==> config.mk <==
export PLATFORM = sky130hd
export DESIGN_NAME = pc_fetch_unit
export DESIGN_NICKNAME = d
export VERILOG_FILES = /design/src/rtl/pc_fetch_unit.sv
export SDC_FILE = /design/constraint.sdc
export NUM_CORES = 1
export LEC_CHECK = 0
export CAP_MARGIN = 20
export CORE_MARGIN = 10
export CORE_UTILIZATION = 41
export CTS_CLUSTER_SIZE = 12
export DETAILED_ROUTE_END_ITERATION = 16
export PLACE_DENSITY_LB_ADDON = 0.08
export RECOVER_POWER = 25
export SLEW_MARGIN = 20
export SYNTH_ARGS = -nofsm -noshare
export SYNTH_HDL_FRONTEND = slang
export SYNTH_SLANG_ARGS = --single-unit
==> constraint.sdc <==
create_clock -name clk -period 3.5 [get_ports clk]
set_input_delay 0.875 -clock clk [delete_from_list [all_inputs] [get_ports clk]]
set_output_delay 0.875 -clock clk [all_outputs]
set_load 0.1 [all_outputs]
==> src/rtl/pc_fetch_unit.sv <==
// Multicycle fetch/execute sequencer: holds PC and IR and fetches over a req/ready handshake.
// It also picks the next PC from the controller's PCSrc and halts on an illegal select or a misaligned target.
module pc_fetch_unit #(
    parameter logic [31:0] RESET_PC = 32'h0000_0000,
    parameter int          CNT_W    = 32
) (
    input  logic             clk,
    input  logic             rst,
    input  logic [1:0]       PCSrc,
    input  logic [31:0]      ImmExt,
    input  logic [31:0]      ALUResult,
    output logic             imem_req,
    output logic [31:0]      imem_addr,
    input  logic             imem_ready,
    input  logic [31:0]      imem_rdata,
    output logic             instr_valid,
    output logic [31:0]      Instr,
    output logic [6:0]       opcode,
    output logic [2:0]       funct3,
    output logic [6:0]       funct7,
    output logic [31:0]      PC,
    output logic [31:0]      PCPlus4,
    output logic             halted,
    output logic             misalign_err,
    output logic [CNT_W-1:0] retired
);

    typedef enum logic [1:0] {S_FETCH, S_WAIT, S_EXEC, S_HALT} state_t;

    state_t      state;
    logic [31:0] ir;
    logic [31:0] target;
    logic        illegal_sel;

    assign PCPlus4     = PC + 32'd4;
    assign imem_addr   = PC;
    assign Instr       = ir;
    assign opcode      = ir[6:0];
    assign funct3      = ir[14:12];
    assign funct7      = ir[31:25];
    assign illegal_sel = (PCSrc == 2'b11);

    always_comb begin
        target = PCPlus4;
        case (PCSrc)
            2'b01:   target = PC + ImmExt;
            2'b10:   target = {ALUResult[31:1], 1'b0};
            default: target = PCPlus4;
        endcase
    end

    // FETCH with imem_req low only occurs right after reset: it launches the first request.
    always_ff @(posedge clk or posedge rst) begin
        if (rst) begin
            state        <= S_FETCH;
            PC           <= RESET_PC;
            ir           <= 32'h0000_0013;
            imem_req     <= 1'b0;
            instr_valid  <= 1'b0;
            halted       <= 1'b0;
            misalign_err <= 1'b0;
            retired      <= '0;
        end else begin
            case (state)
                S_FETCH, S_WAIT: begin
                    if (imem_req && imem_ready) begin
                        ir          <= imem_rdata;
                        imem_req    <= 1'b0;
                        instr_valid <= 1'b1;
                        state       <= S_EXEC;
                    end else begin
                        imem_req <= 1'b1;
                        if (imem_req) state <= S_WAIT;
                    end
                end
                S_EXEC: begin
                    instr_valid <= 1'b0;
                    if (illegal_sel || (target[1:0] != 2'b00)) begin
                        halted       <= 1'b1;
                        misalign_err <= !illegal_sel;
                        state        <= S_HALT;
                    end else begin
                        PC       <= target;
                        retired  <= retired + CNT_W'(1);
                        imem_req <= 1'b1;
                        state    <= S_FETCH;
                    end
                end
                default: state <= S_HALT;
            endcase
        end
    end

endmodule
=== Word level (Yosys, flattened, before mapping) ===
Index checks and enable logic that the tools add are counted.

* Input bits: 101
* Bits in registers: 102
* Logic and storage cells: 42

* Reductions and logical operators: 12
* Equality and inequality tests: 8
* Bitwise operators: 1
* Add/subtract/negate cells: 3
* Muxes and demuxes: 10

{| class="wikitable"
|+ Operators by type and width
! kind !! count
|-
| 32-bit case mux with 2 select lines || 1
|-
| 32-bit by 1-bit adder with 32-bit output, second input constant || 1
|-
| 32-bit by 3-bit adder with 32-bit output, second input constant || 1
|-
| 32-bit adder || 1
|-
| 2-bit AND reduction || 5
|-
| 2-bit equality test, second input constant || 3
|-
| 2-bit 2-to-1 mux || 3
|-
| 2-bit by 1-bit equality test with 1-bit output, second input constant || 2
|-
| 2-bit != test, second input constant || 2
|-
| 1-bit case mux with 2 select lines || 2
|-
| 2-bit case mux with 2 select lines || 1
|-
| 2-bit nonzero test || 2
|-
| 1-bit 2-to-1 mux || 3
|-
| 3-bit != test, second input constant || 1
|-
| 2-bit zero test || 1
|-
| 2-bit OR reduction || 1
|-
| 1-bit logical AND || 1
|-
| 1-bit zero test || 1
|-
| 1-bit logical OR || 1
|-
| 1-bit NOT || 1
|}

=== Longest topological paths before layout ===
Gate-level depths: netlist of run 1.

* Depth in word-level cells: 6
* Gate-level depth with buffers: 11
* Depth with buffers taken out: 11

=== Worst setup path before layout of run 1 ===
OpenSTA, ideal clock, no wires.

* Path kind: reg2out
* From: register PC[2]
* To: output PCPlus4[26]
* Data required time: 2.625 ns
* Arrival time: 4.134 ns
* Stages on the path, launching flop included: 8
* Path slack: -1.509 ns
* Cell sequence: dfrtp_1 > ha_1 > nand4_1 > nor4b_2 > and3_2 > buf_2 > nand4_1 > xnor2_1

* Cells in the longest elaborated chain, start to end: 1

{| class="wikitable"
|+ RTL lines
! item !! RTL line !! source
|-
| from (decl) || 21 || <nowiki>output logic [31:0] PC,</nowiki>
|-
| from (signal assigned) || 83 || <nowiki>PC <= target;</nowiki>
|-
| 32-bit by 3-bit adder with 32-bit output || 35 || <nowiki>assign PCPlus4 = PC + 32'd4;</nowiki>
|-
| to (decl) || 22 || <nowiki>output logic [31:0] PCPlus4,</nowiki>
|}

Every way passes these cells.

=== Worst setup path in the final report of run 1 ===
* From: register PC[2]
* To: output PCPlus4[24]

Same word-level chain as after synthesis.

==> report_table.html, run 1 <==
<table>
<tr><th>Metric</th><th>Value</th></tr>
<tr><th colspan="2">Job</th></tr>
<tr><td>Total of max-cap violations</td><td>0</td></tr>
<tr><th colspan="2">Layout</th></tr>
<tr><td>Antenna cell count</td><td>0</td></tr>
<tr><td>NumNets Final</td><td>1237</td></tr>
<tr><td>Most common library cell in the layout ignoring fill and taps</td><td>sky130_fd_sc_hd__buf_4</td></tr>
<tr><td>Fraction of final layout cells sized beyond drive strength 1</td><td>a little over a third</td></tr>
<tr><td>Area delta synth-&gt;final</td><td>47.78%</td></tr>
<tr><td>Commonest cells after routing, fill and taps aside</td><td>sky130_fd_sc_hd__buf_4, sky130_fd_sc_hd__clkdlybuf4s50_1, sky130_fd_sc_hd__dfrtp_1, sky130_fd_sc_hd__nand2_1, sky130_fd_sc_hd__a21oi_1</td></tr>
<tr><th colspan="2">Clock network</th></tr>
<tr><td>Number of levels the H-tree was split into</td><td>3</td></tr>
<tr><td>Cts bufs inserted</td><td>9</td></tr>
<tr><td>Insertion delay to the later sink of the worst-skew pair</td><td>0.36 ns</td></tr>
<tr><td>Cell at the root of the clock tree</td><td>sky130_fd_sc_hd__clkbuf_16</td></tr>
<tr><td>Longest Clk Path Bufs</td><td>2</td></tr>
<tr><td>TritonCTS clock tree</td><td>done</td></tr>
<tr><td>Clock slew seen by the registers of the worst setup and hold paths</td><td>0.08 ns</td></tr>
<tr><td>Clock net sink count</td><td>between 100 and 150</td></tr>
<tr><th colspan="2">Global route</th></tr>
<tr><td>Grt ovf</td><td>0</td></tr>
<tr><td>Initial antenna violation count</td><td>0</td></tr>
<tr><td>Total GRT Usage</td><td>21.61%</td></tr>
<tr><td>First-pass GRT wire length</td><td>42200 um</td></tr>
<tr><td>Number of global-route vias before repair</td><td>7395</td></tr>
<tr><td>Maximum number of pins on one net before global-route repair</td><td>103</td></tr>
<tr><th colspan="2">Worst hold path</th></tr>
<tr><td>End of the worst hold path</td><td>halted</td></tr>
<tr><td>Class of the tightest hold or removal check</td><td>reg -&gt; reg</td></tr>
<tr><td>Worst Hold Path Cells</td><td>1</td></tr>
<tr><td>Hold path startpoint</td><td>halted</td></tr>
<tr><th colspan="2">Logic synthesis</th></tr>
<tr><td>Cell area after technology mapping</td><td>7510 um^2</td></tr>
<tr><td>Synthesized flop and latch total</td><td>102</td></tr>
<tr><td>Post-Syn Instances</td><td>822</td></tr>
<tr><td>Synth cell types</td><td>80</td></tr>
<tr><td>Post-synth EDFFs</td><td>0</td></tr>
<tr><td>Most frequently used flop master after synthesis</td><td>sky130_fd_sc_hd__dfrtp_1</td></tr>
<tr><td>Share of synthesized area occupied by flip-flops and latches</td><td>34.04%</td></tr>
<tr><td>Synthesized area per cell</td><td>between 9 and 10 um^2</td></tr>
<tr><td>Number of synthesis warnings</td><td>0</td></tr>
<tr><td>Asr flop ratio synth</td><td>100.0%</td></tr>
<tr><td>Number of nets in the synthesized netlist</td><td>between 900 and 1000</td></tr>
<tr><th colspan="2">Timing</th></tr>
<tr><td>Hold violation total from the final report</td><td>0</td></tr>
<tr><td>Final clock period utilization by the worst path</td><td>96.87%</td></tr>
<tr><td>Time the worst path needs with I/O delays and setup</td><td>between 3 and 4 ns</td></tr>
<tr><td>RSZ-0062 raised after global routing</td><td>true</td></tr>
<tr><td>Tightest slew margin relative to the limit</td><td>1.352%</td></tr>
<tr><td>Final setup vio count</td><td>0</td></tr>
<tr><td>Max-slew violations</td><td>0</td></tr>
<tr><td>Timing-limited maximum frequency</td><td>a little under 300 MHz</td></tr>
<tr><td>Worst clock skew on the final layout</td><td>0.01458 ns</td></tr>
<tr><td>Worst hold margin</td><td>0.4648 ns</td></tr>
<tr><td>Worst Tran Pin Value</td><td>1.480 ns</td></tr>
<tr><th colspan="2">Setup path</th></tr>
<tr><td>R2r worst-path depth</td><td>10</td></tr>
<tr><td>Critical Path RT</td><td>2.62 ns</td></tr>
<tr><td>Kind of end point of the critical path</td><td>primary output</td></tr>
<tr><td>Critical path startpoint category</td><td>flip-flop</td></tr>
<tr><td>Data arrival time of the critical path</td><td>2.52 ns</td></tr>
<tr><td>Kind of critical path</td><td>reg -&gt; out</td></tr>
<tr><td>FF-to-FF setup slack</td><td>between 0.6 and 0.7 ns</td></tr>
<tr><td>Highest net fanout along the worst path</td><td>6</td></tr>
<tr><td>Reg-to-reg startpoint</td><td>PC[6]</td></tr>
<tr><td>Worst R2R End</td><td>PC[25]</td></tr>
<tr><td>CP Launch Point</td><td>PC[2]</td></tr>
<tr><th colspan="2">Detailed routing</th></tr>
<tr><td>Number of nets with antenna violations after routing</td><td>0</td></tr>
<tr><td>Post-DR vias/cell</td><td>between 5 and 6</td></tr>
<tr><td>DR vias</td><td>7293</td></tr>
<tr><td>Routed wire length</td><td>27020 um</td></tr>
<tr><td>Number of remaining DRC errors</td><td>0</td></tr>
<tr><td>Detailed Route Iter0 Violations</td><td>433</td></tr>
<tr><td>Initial DRT Pass Iterations</td><td>6</td></tr>
<tr><td>Wirelength per Cell</td><td>20.27 um</td></tr>
<tr><th colspan="2">Run status</th></tr>
<tr><td>Run status</td><td>finished, final reports clean</td></tr>
<tr><th colspan="2">Die</th></tr>
<tr><td>Num ports</td><td>approximately 280</td></tr>
<tr><td>Num rows</td><td>49</td></tr>
<tr><td>Initial Util</td><td>between 40% and 50%</td></tr>
<tr><td>Total die area</td><td>about 24000 um^2</td></tr>
<tr><td>Chip Height</td><td>155.3 um</td></tr>
<tr><td>Area of the placeable core</td><td>about 18000 um^2</td></tr>
<tr><td>Die boundary width</td><td>155.3 um</td></tr>
<tr><th colspan="2">Placement</th></tr>
<tr><td>Routability cong.</td><td>slightly below 0.9</td></tr>
<tr><td>Half-perimeter wire length of the detailed placement result</td><td>20680 um</td></tr>
<tr><td>Port Buf Inserts</td><td>280</td></tr>
</table>
cells in the mapped netlist (4+ instances only):
| master | count | area (um^2) |
|---|---|---|
| sky130_fd_sc_hd__o21ai_0 | 37 | 185.2 |
| sky130_fd_sc_hd__o21bai_1 | 5 | 37.54 |
| sky130_fd_sc_hd__o22ai_1 | 11 | 68.82 |
| sky130_fd_sc_hd__o21ai_1 | 4 | 20.02 |
| sky130_fd_sc_hd__nand2_1 | 62 | 232.7 |
| sky130_fd_sc_hd__or2_2 | 4 | 25.02 |
| sky130_fd_sc_hd__nand3_1 | 36 | 180.2 |
| sky130_fd_sc_hd__a21oi_1 | 57 | 285.3 |
| sky130_fd_sc_hd__nor3_1 | 13 | 65.06 |
| sky130_fd_sc_hd__o21a_1 | 14 | 105.1 |
| sky130_fd_sc_hd__nor2_1 | 49 | 183.9 |
| sky130_fd_sc_hd__clkbuf_1 | 22 | 82.58 |
| sky130_fd_sc_hd__and3_2 | 5 | 37.54 |
| sky130_fd_sc_hd__ha_1 | 36 | 450.4 |
| sky130_fd_sc_hd__mux2_2 | 35 | 394.1 |
| sky130_fd_sc_hd__nand4_1 | 12 | 75.07 |
| sky130_fd_sc_hd__xor2_1 | 27 | 236.5 |
| sky130_fd_sc_hd__o31ai_1 | 6 | 45.04 |
| sky130_fd_sc_hd__a21boi_0 | 4 | 30.03 |
| sky130_fd_sc_hd__buf_4 | 52 | 390.4 |
| sky130_fd_sc_hd__a22o_1 | 5 | 43.79 |
| sky130_fd_sc_hd__xnor2_1 | 52 | 455.4 |
| sky130_fd_sc_hd__a221o_1 | 4 | 40.04 |
| sky130_fd_sc_hd__a31oi_1 | 12 | 75.07 |
| sky130_fd_sc_hd__buf_1 | 4 | 15.01 |
| sky130_fd_sc_hd__a21o_1 | 21 | 157.7 |
| sky130_fd_sc_hd__dfrtp_1 | 99 | 2477 |
| sky130_fd_sc_hd__inv_1 | 27 | 101.4 |
| sky130_fd_sc_hd__a221oi_1 | 10 | 87.58 |
| sky130_fd_sc_hd__nor3b_1 | 4 | 30.03 |
| sky130_fd_sc_hd__and3_1 | 12 | 75.07 |
| sky130_fd_sc_hd__buf_2 | 4 | 20.02 |
worst max path at each step:
| stage | to | slack, ns | depth (start not counted) |
|---|---|---|---|
| floorplan | PCPlus4[27] | -0.23 | 9 |
| global placement | PC[7] | -0.14 | 11 |
| detailed placement | retired[25] | -0.19 | 12 |
| CTS | PCPlus4[24] | 0.007 | 9 |
| global route | PCPlus4[24] | -0.01 | 9 |
| finish | PCPlus4[24] | 0.11 | 9 |
cell families after synthesis:
family                     share of synthesized area (%)
AOI/OAI and AO/OA                                  19.86
xor gates and xnor gates                           9.430
adders and majority gates                          6.265
buffers and inverters                              8.380
DFF                                                34.04
muxes                                              5.648
and+or+nand+nor                                    16.38
worst max-delay path, cell delays in order (launching register included):
cell and delay (ns):
sky130_fd_sc_hd__dfrtp_2 0.40, sky130_fd_sc_hd__ha_4 0.19, sky130_fd_sc_hd__nand4_1 0.19, sky130_fd_sc_hd__nor4b_2 0.27
sky130_fd_sc_hd__buf_4 0.17, sky130_fd_sc_hd__and3_4 0.23, sky130_fd_sc_hd__buf_4 0.14, sky130_fd_sc_hd__nand2_1 0.13
sky130_fd_sc_hd__xnor2_4 0.21, sky130_fd_sc_hd__buf_12 0.20
flip-flops by register name (all words and copies together) (netlist names):
register	count
imem_req	1
misalign_err	1
retired	32
PC	32
state	2
Instr	32
instr_valid	1
halted	1
layer usage:
metal | routed length (um) | GRT usage (%) | vias to the layer above
met5 | 0 | 0 | -
met4 | 371 | 5.348 | 0
met3 | 2030 | 5.542 | 27
met2 | 12820 | 35.80 | 267
met1 | 11810 | 27.46 | 3514
li1 | - | - | 3485
timing repair:
| action | CTS | global route |
|---|---|---|
| gates cloned | 0 | 0 |
| resized for setup | 3 | 4 |
| hold buffers | 0 | 0 |
| setup buffers | 2 | 1 |
| endpoints found under the setup margin | 4 | 8 |
| pin swaps | 3 | 4 |
metrics by stage:
step	util, %	area, um^2	TNS, ns	cells	setup WS [ns]
after floorplan	-	7871	-0.5240	822	-0.2264
after global placement	59.84	10750	-2.054	1314	-0.1433
after detailed placement	59.84	10750	-2.927	1314	-0.1898
after CTS	61.72	11090	0	1332	0.006825
after global routing	61.78	11100	-0.01514	1333	-0.01307
final	61.78	11100	0	1333	0.1095
final cells by class:
cell class                 instances  area [um^2]
sequential                       102         2587
tap                              229        286.5
clock buffer                      10        239.0
fill                            1600         6865
timing repair buffer             350         3138
multi-input combinational        608         4657
clock inverter                     6        77.57
inverter                          28        112.6
Power of run 1 is left out: the tool's default activity adds up to more than one toggle a clock period on the data nets, which glitch-free logic cannot reach.
==> run 2, diff against run 1 <==
--- a/constraint.sdc
+++ b/constraint.sdc
@@ -3,2 +3,2 @@
 set_output_delay 0.875 -clock clk [all_outputs]
-set_load 0.1 [all_outputs]
+set_load 0.01 [all_outputs]
==> run 2 against run 1 <==
Compared with the run above: wire length fell by 2.4%; clock skew rose by 0.00056 ns; setup slack improved by 0.010 ns; sequential cell count did not move; register-to-register slack got worse by 0.04 ns; clock-buffer cell count fell by 1; utilization rose by 0.62 points; critical path type unchanged.
==> report_table.html, run 2 (same netlist as run 1, synthesis figures left out) <==
<table>
<tr><th>Metric</th><th>Value</th></tr>
<tr><th colspan="2">Setup path</th></tr>
<tr><td>Slowest library cell on the worst path</td><td>sky130_fd_sc_hd__clkdlybuf4s50_1</td></tr>
<tr><td>Highest net fanout along the worst path</td><td>7</td></tr>
<tr><td>Cell chain of the critical path</td><td>buf_4 &gt; nand3_2 &gt; nor4_4 &gt; buf_4 &gt; nand2_1 &gt; xnor2_1 &gt; clkdlybuf4s50_1</td></tr>
<tr><td>Crit path buffers/inverters</td><td>3</td></tr>
<tr><td>Kind of critical path</td><td>reg -&gt; out</td></tr>
<tr><td>Maximum single-stage delay on the critical path</td><td>a little over 0.6 ns</td></tr>
<tr><td>Critical path startpoint category</td><td>flip-flop</td></tr>
<tr><td>R2r worst-path depth</td><td>10</td></tr>
<tr><td>FF-to-FF setup slack</td><td>0.64 ns</td></tr>
<tr><td>Critical Path RT</td><td>2.62 ns</td></tr>
<tr><td>Data arrival time of the critical path</td><td>2.51 ns</td></tr>
<tr><td>Kind of end point of the critical path</td><td>primary output</td></tr>
<tr><td>Critical path's top delay family</td><td>buffers and inverters</td></tr>
<tr><td>Worst R2R End</td><td>PC[31]</td></tr>
<tr><td>Most repeated library cell on the critical path</td><td>sky130_fd_sc_hd__buf_4</td></tr>
<tr><td>CP Launch Point</td><td>PC[2]</td></tr>
<tr><td>Reg-to-reg startpoint</td><td>PC[6]</td></tr>
<tr><th colspan="2">Run status</th></tr>
<tr><td>Run status</td><td>finished, final reports clean</td></tr>
<tr><th colspan="2">Timing</th></tr>
<tr><td>Timing-limited maximum frequency</td><td>295.8 MHz</td></tr>
<tr><td>Worst hold margin</td><td>0.4694 ns</td></tr>
<tr><td>Worst Tran Pin Value</td><td>1.096 ns</td></tr>
<tr><td>Worst path setup slack after routing</td><td>between 0.1 and 0.15 ns</td></tr>
<tr><td>Time the worst path needs with I/O delays and setup</td><td>3.380 ns</td></tr>
<tr><td>Final setup vio count</td><td>0</td></tr>
<tr><td>Max-slew violations</td><td>0</td></tr>
<tr><td>Worst clock skew on the final layout</td><td>0.01514 ns</td></tr>
<tr><td>Final clock period utilization by the worst path</td><td>96.58%</td></tr>
<tr><td>Tightest slew margin relative to the limit</td><td>~27%</td></tr>
<tr><td>Hold violation total from the final report</td><td>0</td></tr>
<tr><th colspan="2">Placement</th></tr>
<tr><td>Minimum setup slack after placement</td><td>-0.2196 ns</td></tr>
<tr><td>Port Buf Inserts</td><td>280</td></tr>
<tr><td>Instance area at placement</td><td>10770 um^2</td></tr>
<tr><td>Placed Instances</td><td>approximately 1300</td></tr>
<tr><td>Half-perimeter wire length of the detailed placement result</td><td>20530 um</td></tr>
<tr><td>Routability cong.</td><td>0.9127</td></tr>
<tr><th colspan="2">Global route</th></tr>
<tr><td>Initial antenna violation count</td><td>0</td></tr>
<tr><td>Maximum number of pins on one net before global-route repair</td><td>76</td></tr>
<tr><td>Number of global-route vias before repair</td><td>7327</td></tr>
<tr><td>Grt ovf</td><td>0</td></tr>
<tr><td>Total GRT Usage</td><td>21.09%</td></tr>
<tr><td>First-pass GRT wire length</td><td>41280 um</td></tr>
<tr><th colspan="2">Die</th></tr>
<tr><td>Num rows</td><td>slightly below 50</td></tr>
<tr><td>Total die area</td><td>24130 um^2</td></tr>
<tr><td>Chip Height</td><td>about 160 um</td></tr>
<tr><td>Initial Util</td><td>41.81%</td></tr>
<tr><td>Die boundary width</td><td>155.3 um</td></tr>
<tr><td>Area of the placeable core</td><td>17960 um^2</td></tr>
<tr><td>Num ports</td><td>between 200 and 300</td></tr>
<tr><th colspan="2">Detailed routing</th></tr>
<tr><td>Post-DR vias/cell</td><td>5.428</td></tr>
<tr><td>Number of nets with antenna violations after routing</td><td>0</td></tr>
<tr><td>Routed wire length</td><td>between 20000 and 30000 um</td></tr>
<tr><td>Wirelength per Cell</td><td>about 19 um</td></tr>
<tr><td>DR vias</td><td>7388</td></tr>
<tr><td>Number of remaining DRC errors</td><td>0</td></tr>
<tr><td>Initial DRT Pass Iterations</td><td>5</td></tr>
<tr><td>Detailed Route Iter0 Violations</td><td>between 400 and 500</td></tr>
<tr><th colspan="2">Layout</th></tr>
<tr><td>Area delta synth-&gt;final</td><td>49.27%</td></tr>
<tr><td>Antenna cell count</td><td>0</td></tr>
<tr><td>NumNets Final</td><td>1265</td></tr>
<tr><td>Fill count</td><td>1562</td></tr>
<tr><td>Fraction of final layout cells sized beyond drive strength 1</td><td>16.78%</td></tr>
<tr><td>Reg area</td><td>between 2000 and 3000 um^2</td></tr>
<tr><td>Most common library cell in the layout ignoring fill and taps</td><td>sky130_fd_sc_hd__clkdlybuf4s50_1</td></tr>
<tr><td>Number of non-filler instances in the completed layout</td><td>1361</td></tr>
<tr><td>Multi-input logic area</td><td>4409 um^2</td></tr>
<tr><td>Commonest cells after routing, fill and taps aside</td><td>sky130_fd_sc_hd__clkdlybuf4s50_1, sky130_fd_sc_hd__dfrtp_1, sky130_fd_sc_hd__buf_4, sky130_fd_sc_hd__nand2_1, sky130_fd_sc_hd__a21oi_1</td></tr>
<tr><td>Post-layout instance area</td><td>11210 um^2</td></tr>
<tr><th colspan="2">Worst hold path</th></tr>
<tr><td>Worst Hold Path Cells</td><td>1</td></tr>
<tr><td>End of the worst hold path</td><td>halted</td></tr>
<tr><td>Class of the tightest hold or removal check</td><td>reg -&gt; reg</td></tr>
<tr><td>Hold path startpoint</td><td>halted</td></tr>
<tr><th colspan="2">Clock network</th></tr>
<tr><td>Number of levels the H-tree was split into</td><td>3</td></tr>
<tr><td>Clock slew seen by the registers of the worst setup and hold paths</td><td>around 0.080 ns</td></tr>
<tr><td>Longest Clk Path Bufs</td><td>2</td></tr>
<tr><td>Cell at the root of the clock tree</td><td>sky130_fd_sc_hd__clkbuf_16</td></tr>
<tr><td>TritonCTS clock tree</td><td>done</td></tr>
<tr><td>Cts bufs inserted</td><td>9</td></tr>
<tr><td>Clock net sink count</td><td>102</td></tr>
<tr><td>Number of hold-repair buffers added at the cts stage</td><td>0</td></tr>
<tr><td>Insertion delay to the later sink of the worst-skew pair</td><td>~0.36 ns</td></tr>
<tr><th colspan="2">Pwr</th></tr>
<tr><td>Leakage power summed over all cells</td><td>0.005040 uW</td></tr>
<tr><td>Maximum vdd ir drop</td><td>approximately 480 uV</td></tr>
<tr><td>Post-layout total power</td><td>7669 uW</td></tr>
<tr><td>Power Dens Cells</td><td>684.2 nW/um^2</td></tr>
<tr><th colspan="2">Job</th></tr>
<tr><td>Total of max-cap violations</td><td>0</td></tr>
</table>
==> run 2: changes by cell type in the layout (fill, tap and decap cells not counted), moves of 9 or more <==
cell,before,now
sky130_fd_sc_hd__clkdlybuf4s50_1,98,265
sky130_fd_sc_hd__buf_4,229,95
sky130_fd_sc_hd__dfrtp_1,74,99
sky130_fd_sc_hd__dfrtp_2,25,0
sky130_fd_sc_hd__buf_12,21,0
sky130_fd_sc_hd__xor2_1,17,27
sky130_fd_sc_hd__xnor2_1,38,47
sky130_fd_sc_hd__xnor2_4,9,0
sky130_fd_sc_hd__xor2_2,9,0
==> run 2: worst max-delay path by stage <==
stage                     slack (ns)  depth (start not counted)     endpoint
after floorplan                 0.43                         11  retired[25]
after global placement         -0.21                         14       PC[30]
after detailed placement       -0.22                         14       PC[30]
after CTS                      -0.11                          7  PCPlus4[26]
after global routing           -0.01                          9  PCPlus4[24]
final                           0.12                          7  PCPlus4[13]
==> run 2: what timing repair did <==
item	CTS	global route
buffers inserted	4	3
resized for setup	13	19
pin swaps	2	6
endpoints found under the setup margin	10	20
==> run 2: report_power, final <==
group          switching [uW]  internal, uW  leakage, uW  total (uW)
clock network             498           567     0.000146        1070
logic                    2170          2540      0.00361        4710
registers                 339          1550      0.00129        1890
==> run 2: per-stage QoR <==
stage          util (%)  TNS [ns]
6_report          62.40         0
3_5_place_dp      59.98    -2.611
2_1_floorplan         -         0
4_1_cts           61.98   -0.1050
5_1_grt           62.40  -0.01054
3_3_place_gp      59.98    -2.385
==> run 2: layout make-up <==
type	instances	area share [%]
Tap cell	229	2.556
Timing Repair Buffer	378	31.62
Multi-Input combinational cell	608	39.33
Clock inverter	7	0.7255
Sequential cell	102	22.80
Inverter	28	0.9488
Clock buffer	9	2.009
==> run 2: worst register-to-register path, stage by stage (launching register included) <==
cell and delay (ns):
sky130_fd_sc_hd__dfrtp_1 0.41, sky130_fd_sc_hd__buf_4 0.17, sky130_fd_sc_hd__ha_1 0.28, sky130_fd_sc_hd__a2111oi_0 0.38
sky130_fd_sc_hd__o21a_1 0.23, sky130_fd_sc_hd__a211oi_1 0.12, sky130_fd_sc_hd__o21ai_0 0.26, sky130_fd_sc_hd__a21oi_1 0.18
sky130_fd_sc_hd__a311oi_1 0.40, sky130_fd_sc_hd__mux2i_1 0.22, sky130_fd_sc_hd__a21oi_1 0.08
==> run 2: per-layer routing <==
layer	track usage, %	wire (um)	part of all wire [%]	vias up
met5	0	0	0	-
met4	5.793	391	1.5	0
met2	33.96	12280	47	296
li1	-	-	-	3544
met1	27.45	11530	44	3521
met3	5.266	2169	8.2	27
(Power assumes the default switching activity.)
